--- src/rtl/rpi_irq_handshake.sv ---
// rpi_irq_handshake: arms an interrupt when the sample FIFO fills, then paces
// FIFO pops from the Pi's asynchronous read strobe until the burst ends or stalls.
module rpi_irq_handshake #(
    parameter int LEVEL_W     = 10,
    parameter int THRESHOLD   = 256,
    parameter int BURST       = 256,
    parameter int TIMEOUT_CYC = 131072,
    parameter int HOLDOFF_CYC = 64
) (
    input  logic               clk_in,
    input  logic               reset,
    input  logic [LEVEL_W-1:0] fifo_level,
    input  logic               rpi_rd_clk,
    input  logic               err_clear,
    output logic               interrupt_enable,
    output logic               fifo_rd_en,
    output logic [8:0]         words_left,
    output logic               timeout_err,
    output logic               underrun_err,
    output logic               busy
);
    localparam int HW = $clog2(HOLDOFF_CYC + 1);

    typedef enum logic [1:0] {IDLE, ARMED, XFER, HOLDOFF} state_t;

    state_t        state;
    logic [2:0]    rd_sync;
    logic          rd_edge;
    logic [16:0]   to_cnt;
    logic [HW-1:0] hold_cnt;

    // rd_sync[1:0] is the synchronizer, rd_sync[2] the edge-detect flop;
    // rd_edge retimes the detected edge so the pop lands on the 4th sampling clock.
    always_ff @(posedge clk_in or posedge reset) begin
        if (reset) begin
            state            <= IDLE;
            rd_sync          <= '0;
            rd_edge          <= 1'b0;
            to_cnt           <= '0;
            hold_cnt         <= '0;
            interrupt_enable <= 1'b0;
            fifo_rd_en       <= 1'b0;
            words_left       <= '0;
            timeout_err      <= 1'b0;
            underrun_err     <= 1'b0;
            busy             <= 1'b0;
        end else begin
            rd_sync    <= {rd_sync[1:0], rpi_rd_clk};
            rd_edge    <= rd_sync[1] & ~rd_sync[2];
            fifo_rd_en <= 1'b0;
            if (err_clear) begin
                timeout_err  <= 1'b0;
                underrun_err <= 1'b0;
            end
            case (state)
                IDLE: begin
                    if (fifo_level >= LEVEL_W'(THRESHOLD)) begin
                        state            <= ARMED;
                        interrupt_enable <= 1'b1;
                        words_left       <= 9'(BURST);
                        to_cnt           <= '0;
                        busy             <= 1'b1;
                    end
                end
                ARMED, XFER: begin
                    // a read edge takes priority over a coincident timeout
                    if (rd_edge) begin
                        words_left <= words_left - 9'(words_left != '0);
                        to_cnt     <= '0;
                        if (fifo_level != '0) fifo_rd_en <= 1'b1;
                        else underrun_err <= 1'b1;
                        if (words_left <= 9'd1) begin
                            state            <= HOLDOFF;
                            interrupt_enable <= 1'b0;
                            hold_cnt         <= '0;
                        end else begin
                            state <= XFER;
                        end
                    end else if (to_cnt == 17'(TIMEOUT_CYC - 1)) begin
                        timeout_err      <= 1'b1;
                        interrupt_enable <= 1'b0;
                        words_left       <= '0;
                        state            <= HOLDOFF;
                        hold_cnt         <= '0;
                    end else if (to_cnt != '1) begin
                        to_cnt <= to_cnt + 17'd1;
                    end
                end
                HOLDOFF: begin
                    if (hold_cnt == HW'(HOLDOFF_CYC - 1)) begin
                        state <= IDLE;
                        busy  <= 1'b0;
                    end else begin
                        hold_cnt <= hold_cnt + HW'(1);
                    end
                end
                default: state <= IDLE;
            endcase
        end
    end
endmodule

--- config.mk ---
export PLATFORM = sky130hd
export DESIGN_NAME = rpi_irq_handshake
export DESIGN_NICKNAME = d
export VERILOG_FILES = /design/src/rtl/rpi_irq_handshake.sv
export SDC_FILE = /design/constraint.sdc
export NUM_CORES = 1
export LEC_CHECK = 0
export CAP_MARGIN = 10
export CORE_ASPECT_RATIO = 0.75
export CORE_MARGIN = 2
export CORE_UTILIZATION = 50
export DETAILED_ROUTE_END_ITERATION = 8
export HOLD_SLACK_MARGIN = 0.05
export PLACE_DENSITY = 0.76
export SLEW_MARGIN = 0
export SYNTH_ARGS = -nofsm -noshare
export SYNTH_HDL_FRONTEND = slang
export SYNTH_SLANG_ARGS = --single-unit
--- constraint.sdc ---
create_clock -name clk_in -period 2.67 [get_ports clk_in]
set_clock_uncertainty 0.2 [all_clocks]
set_input_delay 0.534 -clock clk_in [delete_from_list [all_inputs] [get_ports clk_in]]
set_output_delay 0.534 -clock clk_in [all_outputs]
set_load 0.05 [all_outputs]
==> reports/summary.md <==
The tools report the final routed wirelength across all metal layers as 5.238 mm. The run gives 0 as the final setup violation count. The detailed router finished its first iteration with 170 violations.

Total negative setup slack: 0 ns. After synthesis, the cell types taking the most area are sky130_fd_sc_hd__dfrtp_1 (48%), sky130_fd_sc_hd__o21ai_0 (5.2%), sky130_fd_sc_hd__nor2_1 (4.7%). Derived from the worst setup path, the maximum achievable clock frequency is 0.3883 GHz. The mapped cell area came out at 2292 um2. Synthesis produced 239 cells. The number of enable-type register cells in the synthesized netlist was 0.

After routing the design area is 2942 um2. The critical path capture point type was a register. The logs give 22.27% for the total global-route track usage and 1181 um2 for the multi-input combinational cell area. Counting every sink on the clock net gives 44. For the number of design rule violations left after detail routing, the log shows 0. The repair_antennas step left the layout with diodes totalling 0.

Share of cells above drive strength 1: 20.21%. Registers take 1111 um2. The final-layout fill cell count was 369; the standard-cell row count was 21. Detail-routed via count per cell: 5.719. Once placement completed, the tool counted placed cells totaling 338. Library cell used as clock root buffer: sky130_fd_sc_hd__clkbuf_8. Detailed placement finished with a half-perimeter wire length of 3.849 mm.

The run gives 66.24% as the final core area utilization. The net switching fraction of the power is 45.68%, and the worst hold margin is 0.1542 ns. For this design the ratio of total power to cell area is 1117 nW/um2. The tools report the post-layout total power as 3.285 mW.

The tools report the worst-skew pair later-pin latency as 0.30 ns. Deepest clock path buffer count: 2. The top flip-flop cell by instance count after synthesis was sky130_fd_sc_hd__dfrtp_1. The share of Yosys cell area claimed by the top area cell type came out at 48.03%.

The run finished with clean final reports. By instance count, the leading cell after synthesis is sky130_fd_sc_hd__dfrtp_1. After global routing the overflow that remains totals 0.

Timing analysis after detailed placement gives a worst setup slack of 0.03783 ns. Along the worst path, the maximum fanout reaches 4. The critical path launch point type was a register.

Combinational fraction of design power: 59.2%. Setup repair after global routing left no endpoint under its margin. The number of input and output port buffers inserted came out at 27. The routed layout has 1996 vias. The area inside the core boundary was 4441 um2.

The synthesized area per cell was 9.591 um2. The number of pins exceeding their max-slew limit in the final report is 0. The share of total power dissipated in sequential elements is 27.5%. Excluding fillers, the count of instances in the completed layout stands at 349. Height of the chip: 62.64 um. For this configuration, the core starts out at a cell density of 51.62%. Of all flip-flops after synthesis, the portion carrying an async set or reset was 100.0%. The logs give 0 for the number of antenna violations at the first check in global routing and 0.09435 ns for the worst path setup slack after routing.

After clock tree synthesis, the clock-pin slew on the worst setup and hold paths is 0.09 ns. Buffers inserted to repair hold after CTS numbered 0. The final critical path time including I/O delays and setup is 2.576 ns, and the count of distinct cell types in the synthesized netlist is 48. The total die area came out at 5147 um2.

At the end of the flow, the number of nets in the layout was 312. Across the VDD grid, the largest voltage drop is 755.0 uV. The post-synthesis cell type with the largest combined area was sky130_fd_sc_hd__dfrtp_1. In this run the horizontal extent of the chip is 82.18 um. The maximum number of pins on one net before global-route repair is 23.

The measured slew at the worst slew-check pin is 0.6242 ns, and the synthesized net count is 260. Worst-case headroom to the max-slew limit: 57.94%. Final weighted congestion in routability-driven placement: 0.8332. The H-tree was split into 2 levels. After layout, the worst path uses 96.47% of the clock period. After detailed placement, the total cell area comes to 2800 um2. For the leakage power total, the log shows 1.285 nW. Total clock buffers created by CTS: 5. Part of the total power dissipated in the clock network: 13.4%. Counting flops and latches in the post-synthesis netlist gives 44. The endpoint arrival time on the critical path is 2.55 ns, and the first-pass iteration count of the detailed router is 5. TritonCTS built the clock tree.

By startpoint and endpoint, the worst setup path is classified as register to register. Summing the sequential cell areas from Yosys gives 48.03% of the chip area. The area growth from synthesis to layout came out at 28.33%. The first global-routing pass estimated 8.873 mm of wire. The power spent charging and discharging nets is 1.501 mW. The required time at the worst-slack endpoint was 2.64 ns; the remaining number of nets flagged by the antenna check after routing was 0. The final-report hold violation count is 0. Count of pins on the block boundary: 28. The commonest cells after synthesis are sky130_fd_sc_hd__dfrtp_1 (44), sky130_fd_sc_hd__nor2_1 (29), sky130_fd_sc_hd__o21ai_0 (24). In the final routed layout, each cell accounts on average for 15.01 um.

Across the run, the number of max-cap violations was 0. The min-delay analysis places its worst path in the category register to register. The tools report the via count of the first global-routing pass as 1929. The Yosys step of the flow raised 0 warnings. The tools report the internal power of the cells as 1.784 mW.
==> layout by cell type, fill, tap and decap left out, types with 3 or more instances in the layout <==
| cell | netlist | final |
|---|---|---|
| sky130_fd_sc_hd__or4_4 | 2 | 3 |
| sky130_fd_sc_hd__ha_2 | 0 | 4 |
| sky130_fd_sc_hd__a31oi_1 | 3 | 3 |
| sky130_fd_sc_hd__o31ai_1 | 6 | 6 |
| sky130_fd_sc_hd__buf_4 | 0 | 21 |
| sky130_fd_sc_hd__nand3_1 | 13 | 12 |
| sky130_fd_sc_hd__and3_1 | 5 | 5 |
| sky130_fd_sc_hd__clkbuf_8 | 0 | 6 |
| sky130_fd_sc_hd__a21boi_0 | 4 | 4 |
| sky130_fd_sc_hd__nand2_1 | 18 | 18 |
| sky130_fd_sc_hd__or3_1 | 4 | 3 |
| sky130_fd_sc_hd__dfrtp_1 | 44 | 36 |
| sky130_fd_sc_hd__a22o_1 | 4 | 4 |
| sky130_fd_sc_hd__dfrtp_2 | 0 | 8 |
| sky130_fd_sc_hd__o21ai_0 | 24 | 23 |
| sky130_fd_sc_hd__nor2_1 | 29 | 28 |
| sky130_fd_sc_hd__nor2b_1 | 6 | 6 |
| sky130_fd_sc_hd__ha_1 | 7 | 3 |
| sky130_fd_sc_hd__inv_1 | 10 | 9 |
| sky130_fd_sc_hd__clkdlybuf4s50_1 | 0 | 27 |
| sky130_fd_sc_hd__xor2_1 | 9 | 9 |
| sky130_fd_sc_hd__nand4_1 | 6 | 6 |
| sky130_fd_sc_hd__nor3_1 | 3 | 3 |
==> registers in the layout, indices dropped and copies added, names as in the netlist <==
name              count
interrupt_enable      1
busy                  1
fifo_rd_en            1
timeout_err           1
to_cnt               17
rd_sync               3
words_left            9
rd_edge               1
underrun_err          1
hold_cnt              7
state                 2
==> cells by family after synthesis <==
family | synth area share [%]
simple gates | 24.62
compound gates | 16.87
flops | 48.04
buf+inv | 2.293
xor+xnor | 3.439
fa+ha+maj | 3.821
mux | 0.9279
==> what timing repair did <==
action                                 in CTS  in global routing
resized for setup                           0                  7
setup endpoints to repair                   0                 12
buffers inserted                            0                  3
endpoints found under the hold margin       0                  0
==> power by group through the flow <==
| stage | combinational [mW] | sequential [mW] | clock [mW] |
|---|---|---|---|
| after global placement | 1.82 | 0.907 | 0 |
| after global routing | 2.13 | 0.921 | 0.483 |
| after CTS | 1.87 | 0.902 | 0.448 |
| after detailed placement | 1.86 | 0.916 | 0 |
| final | 1.94 | 0.902 | 0.439 |
| after floorplan | 1.05 | 1.14 | 0 |
==> area by class of cell <==
type                    count  area share [%]
clock inverters             2          0.3403
multi-input cells         181           40.15
clock buffers               6           2.807
repair buffers             49           15.23
inverters                  10           1.276
flip-flops and latches     44           37.77
well taps                  57           2.425
==> worst max-delay path, cell delays in order (launching register included) <==
cell	delay [ns]
sky130_fd_sc_hd__dfrtp_2	0.42
sky130_fd_sc_hd__or4_4	0.56
sky130_fd_sc_hd__or3_4	0.38
sky130_fd_sc_hd__ha_2	0.18
sky130_fd_sc_hd__ha_2	0.17
sky130_fd_sc_hd__nand2b_1	0.10
sky130_fd_sc_hd__or3_4	0.15
sky130_fd_sc_hd__or4_4	0.12
sky130_fd_sc_hd__o31a_1	0.12
sky130_fd_sc_hd__o22ai_1	0.07
==> worst paths after layout <==
check / from / to / slack, ns / cells past startpoint
setup / recovery: words_left[3]$_DFFE_PP0P_ / words_left[8]$_DFFE_PP0P_ / 0.09 / 9
hold / removal: rd_sync[0]$_DFF_PP0_ / rd_sync[1]$_DFF_PP0_ / 0.15 / 0
setup reg to reg: words_left[3]$_DFFE_PP0P_ / words_left[8]$_DFFE_PP0P_ / 0.09 / 9
hold reg to reg: rd_sync[0]$_DFF_PP0_ / rd_sync[1]$_DFF_PP0_ / 0.15 / 0
max in group asynchronous: reset / words_left[5]$_DFFE_PP0P_ / 1.43 / 3
min in group asynchronous: reset / to_cnt[15]$_DFFE_PP0P_ / 0.33 / 2
==> per-layer routing <==
layer,vias to the layer above,wire (um),global-route usage (%)
li1,975,-,-
met1,951,2562,33.21
met2,65,2323,33.06
met3,5,312,4.480
met4,0,40,5.833
met5,-,0,0
(Power assumes the default switching activity.)
==> RTL change 1 (config.mk and constraints unchanged) <==
Set the parameter `LEVEL_W` to 8 (it was 10).
--- a/src/rtl/rpi_irq_handshake.sv
+++ b/src/rtl/rpi_irq_handshake.sv
@@ -1,7 +1,7 @@
 // rpi_irq_handshake: arms an interrupt when the sample FIFO fills, then paces
 // FIFO pops from the Pi's asynchronous read strobe until the burst ends or stalls.
 module rpi_irq_handshake #(
-    parameter int LEVEL_W     = 10,
+    parameter int LEVEL_W     = 8,
     parameter int THRESHOLD   = 256,
     parameter int BURST       = 256,
     parameter int TIMEOUT_CYC = 131072,
Ports: changed (resized fifo_level); port bits go from 28 to 26. The function was not compared with the original's and may differ.
==> RTL change 1 against the unedited design <==
Cell area decreased by 3.2%. Total power shrank 15%. Global-route usage decreased by 0.81 points. Synthesized area increased by 0.44%. Wire length decreased by 6.1%. Hold slack lost 0.0015 ns. Worst setup slack improved by 0.027 ns. Combinational power shrank 26%. Sequential cell count unchanged. Highest routed layer unchanged.
==> RTL change 1: results <==
export IMPL_grt_pass1_vias=1893
export IMPL_ys_seq_area_frac=0.478
export IMPL_drtPass1Iterations=5
export IMPL_dp_hpwl_um=3510
export IMPL_critPathMaxFanout=16
export IMPL_nets=293
export IMPL_ff2ff_setup_slack_ns=0.12
export IMPL_ir_drop_v=0.000625
export IMPL_final_layout_size_suffix_gt1_frac=0.160
export IMPL_wirelength_um=4920
export IMPL_grt_use_total=0.215
export IMPL_regToRegStartpoint="to_cnt[1]"
export IMPL_viasPerCell=5.76
export IMPL_largestRegisters="to_cnt (17), words_left (9), hold_cnt (7)"
export IMPL_power_leakage_nw=1.23
export IMPL_drt_first_iter_violations=122
export IMPL_antenna_found_initial=0
export IMPL_dp_cells=323
export IMPL_critPathTopFamily="simple AND/OR/NAND/NOR gates"
export IMPL_gr_usage_met2=0.317
export IMPL_yosys_top_cells_count="dfrtp_1 (44), o21ai_0 (22), nand2_1 (20)"
export IMPL_synth_fp_nets=256
export IMPL_grtUsageMet1=0.315
export IMPL_htree_num_levels=2
export IMPL_tightest_slew_ns=0.678
export IMPL_critPathMaxStageDelay_ns=0.40
export IMPL_avgRoutedWirePerCell_um=14.8
export IMPL_min_to="rd_sync[1]"
export IMPL_start_kind="flop"
export IMPL_status="completed"
export IMPL_grt_pass1_wl_um=8580
export IMPL_port_buffers=25
export IMPL_ff2ff_path_depth=10
export IMPL_hold_ws_ns=0.153
export IMPL_place_area_sq_um=2740
export IMPL_syn_avg_cell_area_sq_um=9.71
export IMPL_met3_usage=0.0390
export IMPL_grt_max_degree=45
export IMPL_synthTopCellsByArea="dfrtp_1 (48%), o21ai_0 (4.8%), ha_1 (3.8%)"
export IMPL_cpMaxStageDelayCell="or3b_1"
export IMPL_worstPathArrival_ns=2.59
export IMPL_ys_types=47
export IMPL_cp_endpoint="to_cnt[9]"
export IMPL_place_congestion=0.791
export IMPL_hold_path_startpoint="rd_sync[0]"
==> RTL change 1: cell count changes in the layout (fill, tap and decap cells not counted), sizes merged, moves of 5 or more <==
cell / unedited run / this run
xor2: 9 / 4
a21oi: 2 / 15
o41ai: 1 / 6
buf: 22 / 16
or3: 6 / 1
a31oi: 3 / 9
nor2: 29 / 16
==> RTL change 1: per-stage QoR <==
stage	TNS [ns]	setup WS (ns)
floorplan	-0.0862	-0.0319
global placement	0	0.156
detailed placement	0	0.0970
CTS	0	0.0761
global route	-0.0648	-0.0397
finish	0	0.121
==> RTL change 1: area by class of cell <==
class | instances | area (sq um)
clock buffer | 7 | 86.3
clock inverter | 1 | 7.51
fill | 361 | 1590
inverter | 12 | 45.0
multi-input combinational | 170 | 1160
sequential | 44 | 1100
tap | 57 | 71.3
timing repair buffer | 41 | 374
==> RTL change 1: cell families (layout without fill, tap and decap cells) <==
group,count (synthesis),count (layout),share of synthesized area
simple gates,82,82,0.208
xor+xnor,4,4,0.0152
mux,3,3,0.0130
fa+ha+maj,7,7,0.0380
buf+inv,23,61,0.0386
flops,44,44,0.478
compound gates,74,74,0.209
==> RTL change 1: routing by layer <==
metal,part of all wire,up-vias
li1,-,944
met1,0.52,927
met2,0.44,35
met3,0.031,7
met4,0.014,0
met5,0,-
==> RTL change 1: timing repair <==
action,CTS,global route
setup endpoints to repair,0,10
resized for setup,0,3
setup buffers,0,1
==> RTL change 1: where the power goes <==
| group | switching, mW | total [mW] | internal (mW) |
|---|---|---|---|
| clock | 0.228 | 0.439 | 0.210 |
| sequential | 0.133 | 0.916 | 0.784 |
| combinational | 0.911 | 1.44 | 0.526 |
==> RTL change 2 (config.mk and constraints unchanged) <==
Without the edit above. Re-encode `state_t` (4 states) as one-hot, 4 bits wide.
--- a/src/rtl/rpi_irq_handshake.sv
+++ b/src/rtl/rpi_irq_handshake.sv
@@ -21,7 +21,7 @@
 );
     localparam int HW = $clog2(HOLDOFF_CYC + 1);
 
-    typedef enum logic [1:0] {IDLE, ARMED, XFER, HOLDOFF} state_t;
+    typedef enum logic [3:0] {IDLE = 4'b0001, ARMED = 4'b0010, XFER = 4'b0100, HOLDOFF = 4'b1000} state_t;
 
     state_t        state;
     logic [2:0]    rd_sync;
Function: no difference found for any inputs over 10 cycles, from zero or initial values and one cycle with reset high; not proved beyond that.
==> RTL change 2 against the unedited design <==
Wire length shrank 3.6%. Fmax shrank 2.5%. Worst setup slack lost 0.066 ns. Total power shrank 3.0%. Sequential power grew 4.0%. Synthesized area shrank 0.33%. Sequential cell count grew 2. Cell area shrank 1.3%. Synthesized cell count shrank 1.3%. Critical path type unchanged.
==> RTL change 2: results <==
export IMPL_viasPerCell=5.52
export IMPL_status="completed"
export IMPL_fill_cells=361
export IMPL_power_leakage_nw=1.28
export IMPL_drt_first_iter_violations=124
export IMPL_tightest_slew_ns=0.535
export IMPL_syn_inst=236
export IMPL_ys_flop_type="dfrtp_1"
export IMPL_ys_seq_area_frac=0.504
export IMPL_nets=303
export IMPL_dp_hpwl_um=3690
export IMPL_grt_pass1_vias=1783
export IMPL_final_layout_size_suffix_gt1_frac=0.196
export IMPL_grt_pass1_wl_um=8540
export IMPL_port_buffers=27
export IMPL_synthTopCellsByArea="dfrtp_1 (49%), nor2_1 (5.1%), nand2_1 (3.9%)"
export IMPL_ys_types=47
export IMPL_grt_use_total=0.217
export IMPL_synth_fp_nets=255
export IMPL_drtPass1Iterations=4
export IMPL_place_congestion=0.865
export IMPL_dp_cells=331
export IMPL_num_vias=1888
export IMPL_critPathMaxFanout=2
export IMPL_grt_max_degree=25
export IMPL_wirelength_um=5050
## RTL change 2: changes by cell type after synthesis, moves of 5 or more
cell,change
a21oi_1,+7
o21ai_0,-7
nand3_1,-6
xnor2_1,+5
nand2_1,+6
## RTL change 2: final timing paths
path,startpoint,endpoint,slack [ns],depth (start not counted)
min in group asynchronous,reset,to_cnt[3],0.38,2
max in group asynchronous,reset,words_left[7],1.36,3
worst min register to register,rd_sync[0],rd_sync[1],0.17,0
worst max-delay path,words_left[2],words_left[8],0.03,10
worst max register to register,words_left[2],words_left[8],0.03,10
worst min-delay path,rd_sync[0],rd_sync[1],0.17,0
## RTL change 2: metal layers
layer / part of all wire / track usage
met3: 0.056 / 0.0564
met5: 0 / 0
met2: 0.44 / 0.301
met4: 0.0044 / 0.0688
met1: 0.49 / 0.331
## RTL change 2: power breakdown
| group | leakage, nW | switching (mW) | internal, mW |
|---|---|---|---|
| Combinational | 0.631 | 1.02 | 0.787 |
| Sequential | 0.600 | 0.111 | 0.827 |
| Clock | 0.0472 | 0.238 | 0.208 |
| Total | 1.28 | 1.36 | 1.82 |
## RTL change 2: final cells by class
type | count | area share
clock buffer | 6 | 0.0284
clock inverter | 2 | 0.00431
inverter | 9 | 0.0116
multi-input combinational | 173 | 0.377
sequential | 46 | 0.400
tap | 57 | 0.0246
timing repair buffer | 49 | 0.154
## RTL change 2: cell families after synthesis
logic type / count (synthesis) / share of synthesized area
muxes: 3 / 0.0131
adders and majority gates: 5 / 0.0274
AOI/OAI and AO/OA: 47 / 0.131
xor gates and xnor gates: 15 / 0.0575
and+or+nand+nor: 103 / 0.232
DFF: 46 / 0.504
buffers and inverters: 17 / 0.0345
## RTL change 2: through the flow
stage / cell area [sq um] / utilization / setup slack (ns)
after global routing: 2900 / 0.654 / -0.00658
after CTS: 2860 / 0.643 / 0.000667
after floorplan: 2300 / - / -0.125
after detailed placement: 2750 / 0.620 / 0.0145
after global placement: 2750 / 0.620 / 0.120
final: 2900 / 0.654 / 0.0280
## RTL change 2: worst max-delay path, cell delays in order, from the launching register on
cell	delay, ns
dfrtp_2	0.38
nor4_1	0.05
and3_1	0.20
nand2_1	0.08
ha_2	0.20
ha_4	0.14
or4b_4	0.46
or4_4	0.42
a21boi_0	0.14
o21ai_1	0.12
o311ai_1	0.11
## RTL change 2: repair_timing
item	in CTS	in global routing
endpoints found under the setup margin	1	11
endpoints found under the hold margin	0	0
hold buffers	0	0
cloned	0	0
buffers inserted	1	2
resized for setup	0	9
